`config.mk`:
```
export PLATFORM = sky130hd
export DESIGN_NAME = mem_arbiter_flat
export DESIGN_NICKNAME = d
export VERILOG_FILES = /design/src/rtl/mem_arbiter_if.sv /design/src/rtl/mem_arbiter.sv /design/src/flat_wrapper.sv
export SDC_FILE = /design/constraint.sdc
export NUM_CORES = 1
export LEC_CHECK = 0
export CORE_UTILIZATION = 45
export CTS_BUF_LIST = sky130_fd_sc_hd__clkbuf_4
export CTS_CLUSTER_SIZE = 20
export DETAILED_ROUTE_END_ITERATION = 7
export PLACE_DENSITY = 0.87
export SYNTH_ARGS = -nofsm -noshare
export SYNTH_HDL_FRONTEND = slang
export SYNTH_SLANG_ARGS = --single-unit
```
`constraint.sdc`:
```
create_clock -name clk -period 3.43 [get_ports clk]
set_input_delay 0.343 -clock clk [delete_from_list [all_inputs] [get_ports clk]]
set_output_delay 0.343 -clock clk [all_outputs]
set_load 0.02 [all_outputs]
```
`src/rtl/mem_arbiter_if.sv`:
```
// Byte-wide memory bus between the arbiter (master) and the shared memory (slave).
// The memory answers read_en with a one-cycle ready pulse; writes take no handshake.
interface mem_arbiter_if #(
  parameter int ADDR_W = 32,
  parameter int DATA_W = 8
);
  logic [ADDR_W-1:0] mem_addr;
  logic [DATA_W-1:0] mem_data_in;
  logic [DATA_W-1:0] mem_data_out;
  logic              memory_read_en;
  logic              memory_write_en;
  logic              mem_ready;

  modport master (
    output mem_addr,
    output mem_data_in,
    output memory_read_en,
    output memory_write_en,
    input  mem_data_out,
    input  mem_ready
  );

  modport slave (
    input  mem_addr,
    input  mem_data_in,
    input  memory_read_en,
    input  memory_write_en,
    output mem_data_out,
    output mem_ready
  );
endinterface

```
`src/rtl/mem_arbiter.sv`:
```
// Round-robin arbiter sharing one byte-wide memory between two requesters,
// with a watchdog that aborts reads the memory never acknowledges.
module mem_arbiter #(
  parameter int ADDR_W  = 32,
  parameter int DATA_W  = 8,
  parameter int TIMEOUT = 15
) (
  input  logic              clk,
  input  logic              rst_n,
  input  logic              p0_req,
  input  logic              p1_req,
  input  logic              p0_we,
  input  logic              p1_we,
  input  logic [ADDR_W-1:0] p0_addr,
  input  logic [ADDR_W-1:0] p1_addr,
  input  logic [DATA_W-1:0] p0_wdata,
  input  logic [DATA_W-1:0] p1_wdata,
  output logic [DATA_W-1:0] p0_rdata,
  output logic [DATA_W-1:0] p1_rdata,
  output logic              p0_done,
  output logic              p1_done,
  output logic              p0_err,
  output logic              p1_err,
  mem_arbiter_if.master     mem
);

  typedef enum logic [1:0] {IDLE, READ, WRITE, RESP} state_t;

  localparam logic [7:0] LAST_WAIT = 8'(TIMEOUT - 1);

  state_t     state;
  state_t     state_next;
  logic       gnt;
  logic       last;
  logic       err;
  logic [7:0] cnt;

  logic       pick;
  logic       pick_we;
  logic       load;
  logic       capture;
  logic       expire;
  logic       count;

  // On a tie the port that was not granted last wins; otherwise the lone requester.
  assign pick    = (p0_req && p1_req) ? ~last : p1_req;
  assign pick_we = pick ? p1_we : p0_we;

  always_ff @(posedge clk or negedge rst_n) begin
    if (!rst_n) begin
      state <= IDLE;
    end else begin
      state <= state_next;
    end
  end

  always_comb begin
    state_next = state;
    load       = 1'b0;
    capture    = 1'b0;
    expire     = 1'b0;
    count      = 1'b0;
    case (state)
      IDLE: begin
        if (p0_req || p1_req) begin
          load       = 1'b1;
          state_next = pick_we ? WRITE : READ;
        end
      end
      READ: begin
        if (mem.mem_ready) begin
          capture    = 1'b1;
          state_next = RESP;
        end else if (cnt == LAST_WAIT) begin
          expire     = 1'b1;
          state_next = RESP;
        end else begin
          count = 1'b1;
        end
      end
      WRITE:   state_next = RESP;
      RESP:    state_next = IDLE;
      default: state_next = IDLE;
    endcase
  end

  // Only the granted port's rdata register is touched; the other keeps its last result.
  always_ff @(posedge clk or negedge rst_n) begin
    if (!rst_n) begin
      gnt             <= 1'b0;
      last            <= 1'b1;
      err             <= 1'b0;
      cnt             <= 8'd0;
      mem.mem_addr    <= '0;
      mem.mem_data_in <= '0;
      p0_rdata        <= '0;
      p1_rdata        <= '0;
    end else begin
      if (load) begin
        gnt             <= pick;
        last            <= pick;
        cnt             <= 8'd0;
        mem.mem_addr    <= pick ? p1_addr : p0_addr;
        mem.mem_data_in <= pick ? p1_wdata : p0_wdata;
      end
      if (count) begin
        cnt <= cnt + 8'd1;
      end
      if (capture) begin
        err <= 1'b0;
        if (gnt) begin
          p1_rdata <= mem.mem_data_out;
        end else begin
          p0_rdata <= mem.mem_data_out;
        end
      end
      if (expire) begin
        err <= 1'b1;
        if (gnt) begin
          p1_rdata <= '0;
        end else begin
          p0_rdata <= '0;
        end
      end
      if (state == WRITE) begin
        err <= 1'b0;
      end
    end
  end

  assign mem.memory_read_en  = (state == READ);
  assign mem.memory_write_en = (state == WRITE);
  assign p0_done             = (state == RESP) && !gnt;
  assign p1_done             = (state == RESP) && gnt;
  assign p0_err              = p0_done && err;
  assign p1_err              = p1_done && err;

endmodule

```
`src/flat_wrapper.sv`:
```
// flat-port wrapper written by rule: the top's interface ports become plain ports
module mem_arbiter_flat 
#(
  parameter int ADDR_W  = 32,
  parameter int DATA_W  = 8,
  parameter int TIMEOUT = 15
)
  (clk, rst_n, p0_req, p1_req, p0_we, p1_we, p0_addr, p1_addr, p0_wdata, p1_wdata, p0_rdata, p1_rdata, p0_done, p1_done, p0_err, p1_err, mem_mem_addr, mem_mem_data_in, mem_memory_read_en, mem_memory_write_en, mem_mem_data_out, mem_mem_ready);
  mem_arbiter_if #(.ADDR_W(ADDR_W), .DATA_W(DATA_W)) mem_i ();
  input  logic clk;
  input  logic rst_n;
  input  logic p0_req;
  input  logic p1_req;
  input  logic p0_we;
  input  logic p1_we;
  input  logic [ADDR_W-1:0] p0_addr;
  input  logic [ADDR_W-1:0] p1_addr;
  input  logic [DATA_W-1:0] p0_wdata;
  input  logic [DATA_W-1:0] p1_wdata;
  output logic [DATA_W-1:0] p0_rdata;
  output logic [DATA_W-1:0] p1_rdata;
  output logic p0_done;
  output logic p1_done;
  output logic p0_err;
  output logic p1_err;
  output wire logic [$bits(mem_i.mem_addr)-1:0] mem_mem_addr;
  output wire logic [$bits(mem_i.mem_data_in)-1:0] mem_mem_data_in;
  output wire logic [$bits(mem_i.memory_read_en)-1:0] mem_memory_read_en;
  output wire logic [$bits(mem_i.memory_write_en)-1:0] mem_memory_write_en;
  input wire logic [$bits(mem_i.mem_data_out)-1:0] mem_mem_data_out;
  input wire logic [$bits(mem_i.mem_ready)-1:0] mem_mem_ready;
  assign mem_mem_addr = mem_i.mem_addr;
  assign mem_mem_data_in = mem_i.mem_data_in;
  assign mem_memory_read_en = mem_i.memory_read_en;
  assign mem_memory_write_en = mem_i.memory_write_en;
  assign mem_i.mem_data_out = mem_mem_data_out;
  assign mem_i.mem_ready = mem_mem_ready;
  mem_arbiter #(.ADDR_W(ADDR_W), .DATA_W(DATA_W), .TIMEOUT(TIMEOUT)) u_core (.clk(clk), .rst_n(rst_n), .p0_req(p0_req), .p1_req(p1_req), .p0_we(p0_we), .p1_we(p1_we), .p0_addr(p0_addr), .p1_addr(p1_addr), .p0_wdata(p0_wdata), .p1_wdata(p1_wdata), .p0_rdata(p0_rdata), .p1_rdata(p1_rdata), .p0_done(p0_done), .p1_done(p1_done), .p0_err(p0_err), .p1_err(p1_err), .mem(mem_i));
endmodule
```
==> qor.yml <==
route:
  routedWlPerCell_um: 14.8
  drtIter0Drc: 156
  drtAntennaViolNets: 0
  dr.pass1.iters: 5
  vias: 2896
  viasPerCell: 5.14
  wirelength_um: 8320
  route.detailed.drc: 0
final_layout:
  num_antenna_cells: 0
  fillerInstances: 534
  drive_above_1_share_pct: 6.21
  layoutNonFillerInstCount: 563
  fin_nets: 563
  utilization_pct: 73.6
  syn2layout_area_growth_pct: 56.0
  stdcell_area_um2: 5080
  multi_input_area_um2: 1460
  final-seq-area_um2: 1730
global_routing:
  grt_usage_pct: 23.2
  grt_pass1_wl_um: 13400
  grt_overflow: 0
  grt_max_degree: 48
  antenna_found_initial: 0
  grt_pass1_vias: 2865
logic_synthesis:
  synth_seq_cells: 69
  synth-xor-area-share_pct: 0
  seq_area_frac_synth_pct: 53.0
  synthFlopType: "dfrtp_1"
  synthAdderAreaFrac_pct: 2.30
  yosys_warnings: 0
  synth_area_leaders: "dfrtp_1 52%, mux2i_1 15%, o21ai_0 6.9%, nand2_1 5.2%, a22o_1 2.4%"
  yosys.area.top_type: "dfrtp_1"
  synth.avg_cell_area_um2: 10.5
  synthMuxAreaShare_pct: 15.1
  ys_types: 40
  synth_top_family_by_area: "multiplexers"
  yosysTopAreaCellShare_pct: 52.2
  netlist_instances: 309
  syn_nets: 410
  synth-edff-count: 0
  synth-compound-area-share_pct: 14.0
  netlist_area_um2: 3260
  yosysMostFrequentCell: "dfrtp_1"
  ys_top_cells_by_count: "68 x dfrtp_1, 48 x mux2i_1, 45 x nand2_1, 45 x o21ai_0, 12 x nor2_1"
  ys_async_sr_fraction_pct: 100
  synthSimpleGateAreaFrac_pct: 12.7
pwr:
  p_int_mw: 2.45
  p_sw_mw: 1.60
  combinationalPowerShare_pct: 50.4
  share_seq_of_total_power_pct: 34.5
  swShare_pct: 39.5
  peakVddDrop_mv: 0.445
  power.density_nw_per_um2: 797
  clockPowerShare_pct: 15.1
  p_leak_nw: 2.25
clock_tree:
  cts_max_level: 3
  cts_setup_buffers: 0
  clkTransAtPathRegs_ns: 0.14
  cts-hold-fix-buffers: 0
  cts_resized: 0
  clockRootBuffer: "clkbuf_4"
  clkLatencyLatePin_ns: 0.42
  cts.sinks: 69
  tritoncts: "built"
  numCtsBuffers: 9
  max-clock-path-buffers: 2
sta:
  setup_violations: 0
  slew_viol_final: 0
  hold_viol_final: 0
  finClkSkew_ns: 0.0195
  period_share_pct: 68.0
  rsz0062_at_grt: "false"
  min_period_ns: 2.33
  max_freq_mhz: 429
  whs_ns: 0.0331
  setup_tns_ns: 0
  slew_headroom_pct: 38.2
  worst_pin_slew_ns: 0.924
floorplanning:
  fp-row-count: 30
  core_um2: 6910
  io-pin-count: 157
  die_x_um: 87.1
  start_util_pct: 47.2
  die_area_um2: 7580
  die_y_um: 87.1
worst_setup_path:
  reg2reg_depth: 6
  critical_path.endpoint_type: "flip-flop"
  cp_max_fo: 18
  timing.rr.end: "u_core.cnt[3]"
  cp-endpoint: "u_core.cnt[3]"
  crit_required_ns: 3.73
  rrSetupSlack_ns: 1.10
  r2r-start: "u_core.cnt[0]"
  crit_path_start_kind: "flip-flop"
  arrival_ns: 2.63
  crit_start: "u_core.cnt[0]"
  worstSetupPathType: "flip-flop to flip-flop"
worst_hold_path:
  hp-class: "input port to async pin"
placed_design:
  place_inst: 547
  routabilityCongestion: 0.755
  port_buffers: 156
  dpl_cell_area_um2: 4910
  dp_hpwl_um: 6340
flow_run:
  maxCapViolations: 0
run_status:
  outcome: "complete, no violations"
[through the flow]
step / power (mW) / setup WS [ns]
2_1_floorplan: 2.46 / 1.48
3_3_place_gp: 3.39 / 1.12
3_5_place_dp: 3.47 / 1.03
4_1_cts: 4.09 / 1.12
5_1_grt: 4.32 / 0.939
6_report: 4.05 / 1.10
[layout by cell type, fill, tap and decap left out, drive strengths merged, types with 2 or more instances in the layout]
cell type	instances
a21oi	4
a22o	9
a311o	2
and2	2
and3	4
buf	6
bufinv	2
clkbuf	9
clkdlybuf4s50	155
clkinv	3
dfrtp	68
ha	6
inv	4
mux2i	48
nand2	45
nand3	11
nor2	12
nor2b	4
nor3	4
o211ai	2
o21ai	46
o31ai	2
or3	2
[critical path, stage by stage, from the launching register on]
cell	delay [ns]
dfrtp_1	0.47
inv_1	0.08
ha_1	0.16
or4b_4	0.50
o31ai_4	0.56
nor3_1	0.10
a311o_1	0.34
[power groups by stage]
stage                     registers, mW  clock network [mW]  logic, mW
final                              1.40               0.610       2.04
after floorplan                    1.77                   0      0.693
after global routing               1.45               0.659       2.21
after global placement             1.40                   0       1.99
after detailed placement           1.41                   0       2.06
after CTS                          1.40               0.622       2.06
[kinds of logic after synthesis]
family                     after synthesis
AOI/OAI and AO/OA                       73
adders and majority gates                6
and+or+nand+nor                         90
DFF                                     69
muxes                                   49
buffers and inverters                   22
[per-layer routing]
layer | GRT usage (%) | share of wire [%]
met1 | 26.7 | 39
met2 | 40.2 | 51
met3 | 6.35 | 7.3
met4 | 10.7 | 2.5
met5 | 0 | 0
[area by class of cell]
cell class | instances | area share (%)
Clock buffer | 9 | 1.33
Clock inverter | 7 | 1.95
Inverter | 3 | 0.222
Multi-Input combinational cell | 218 | 28.8
Sequential cell | 69 | 34.0
Tap cell | 96 | 2.36
Timing Repair Buffer | 161 | 31.4
[how the worst min path moves through the flow]
stage / to / slack [ns]
2_1_floorplan: async pin / 0.05
5_1_grt: u_core.p0_rdata[0] / 0.09
3_5_place_dp: u_core.mem.mem_addr[26] / 0.47
6_report: u_core.cnt[7] / 0.03
3_3_place_gp: u_core.mem.mem_addr[15] / 0.46
4_1_cts: u_core.p0_rdata[0] / 0.06
Note: power is estimated with default switching activity, not from simulation.
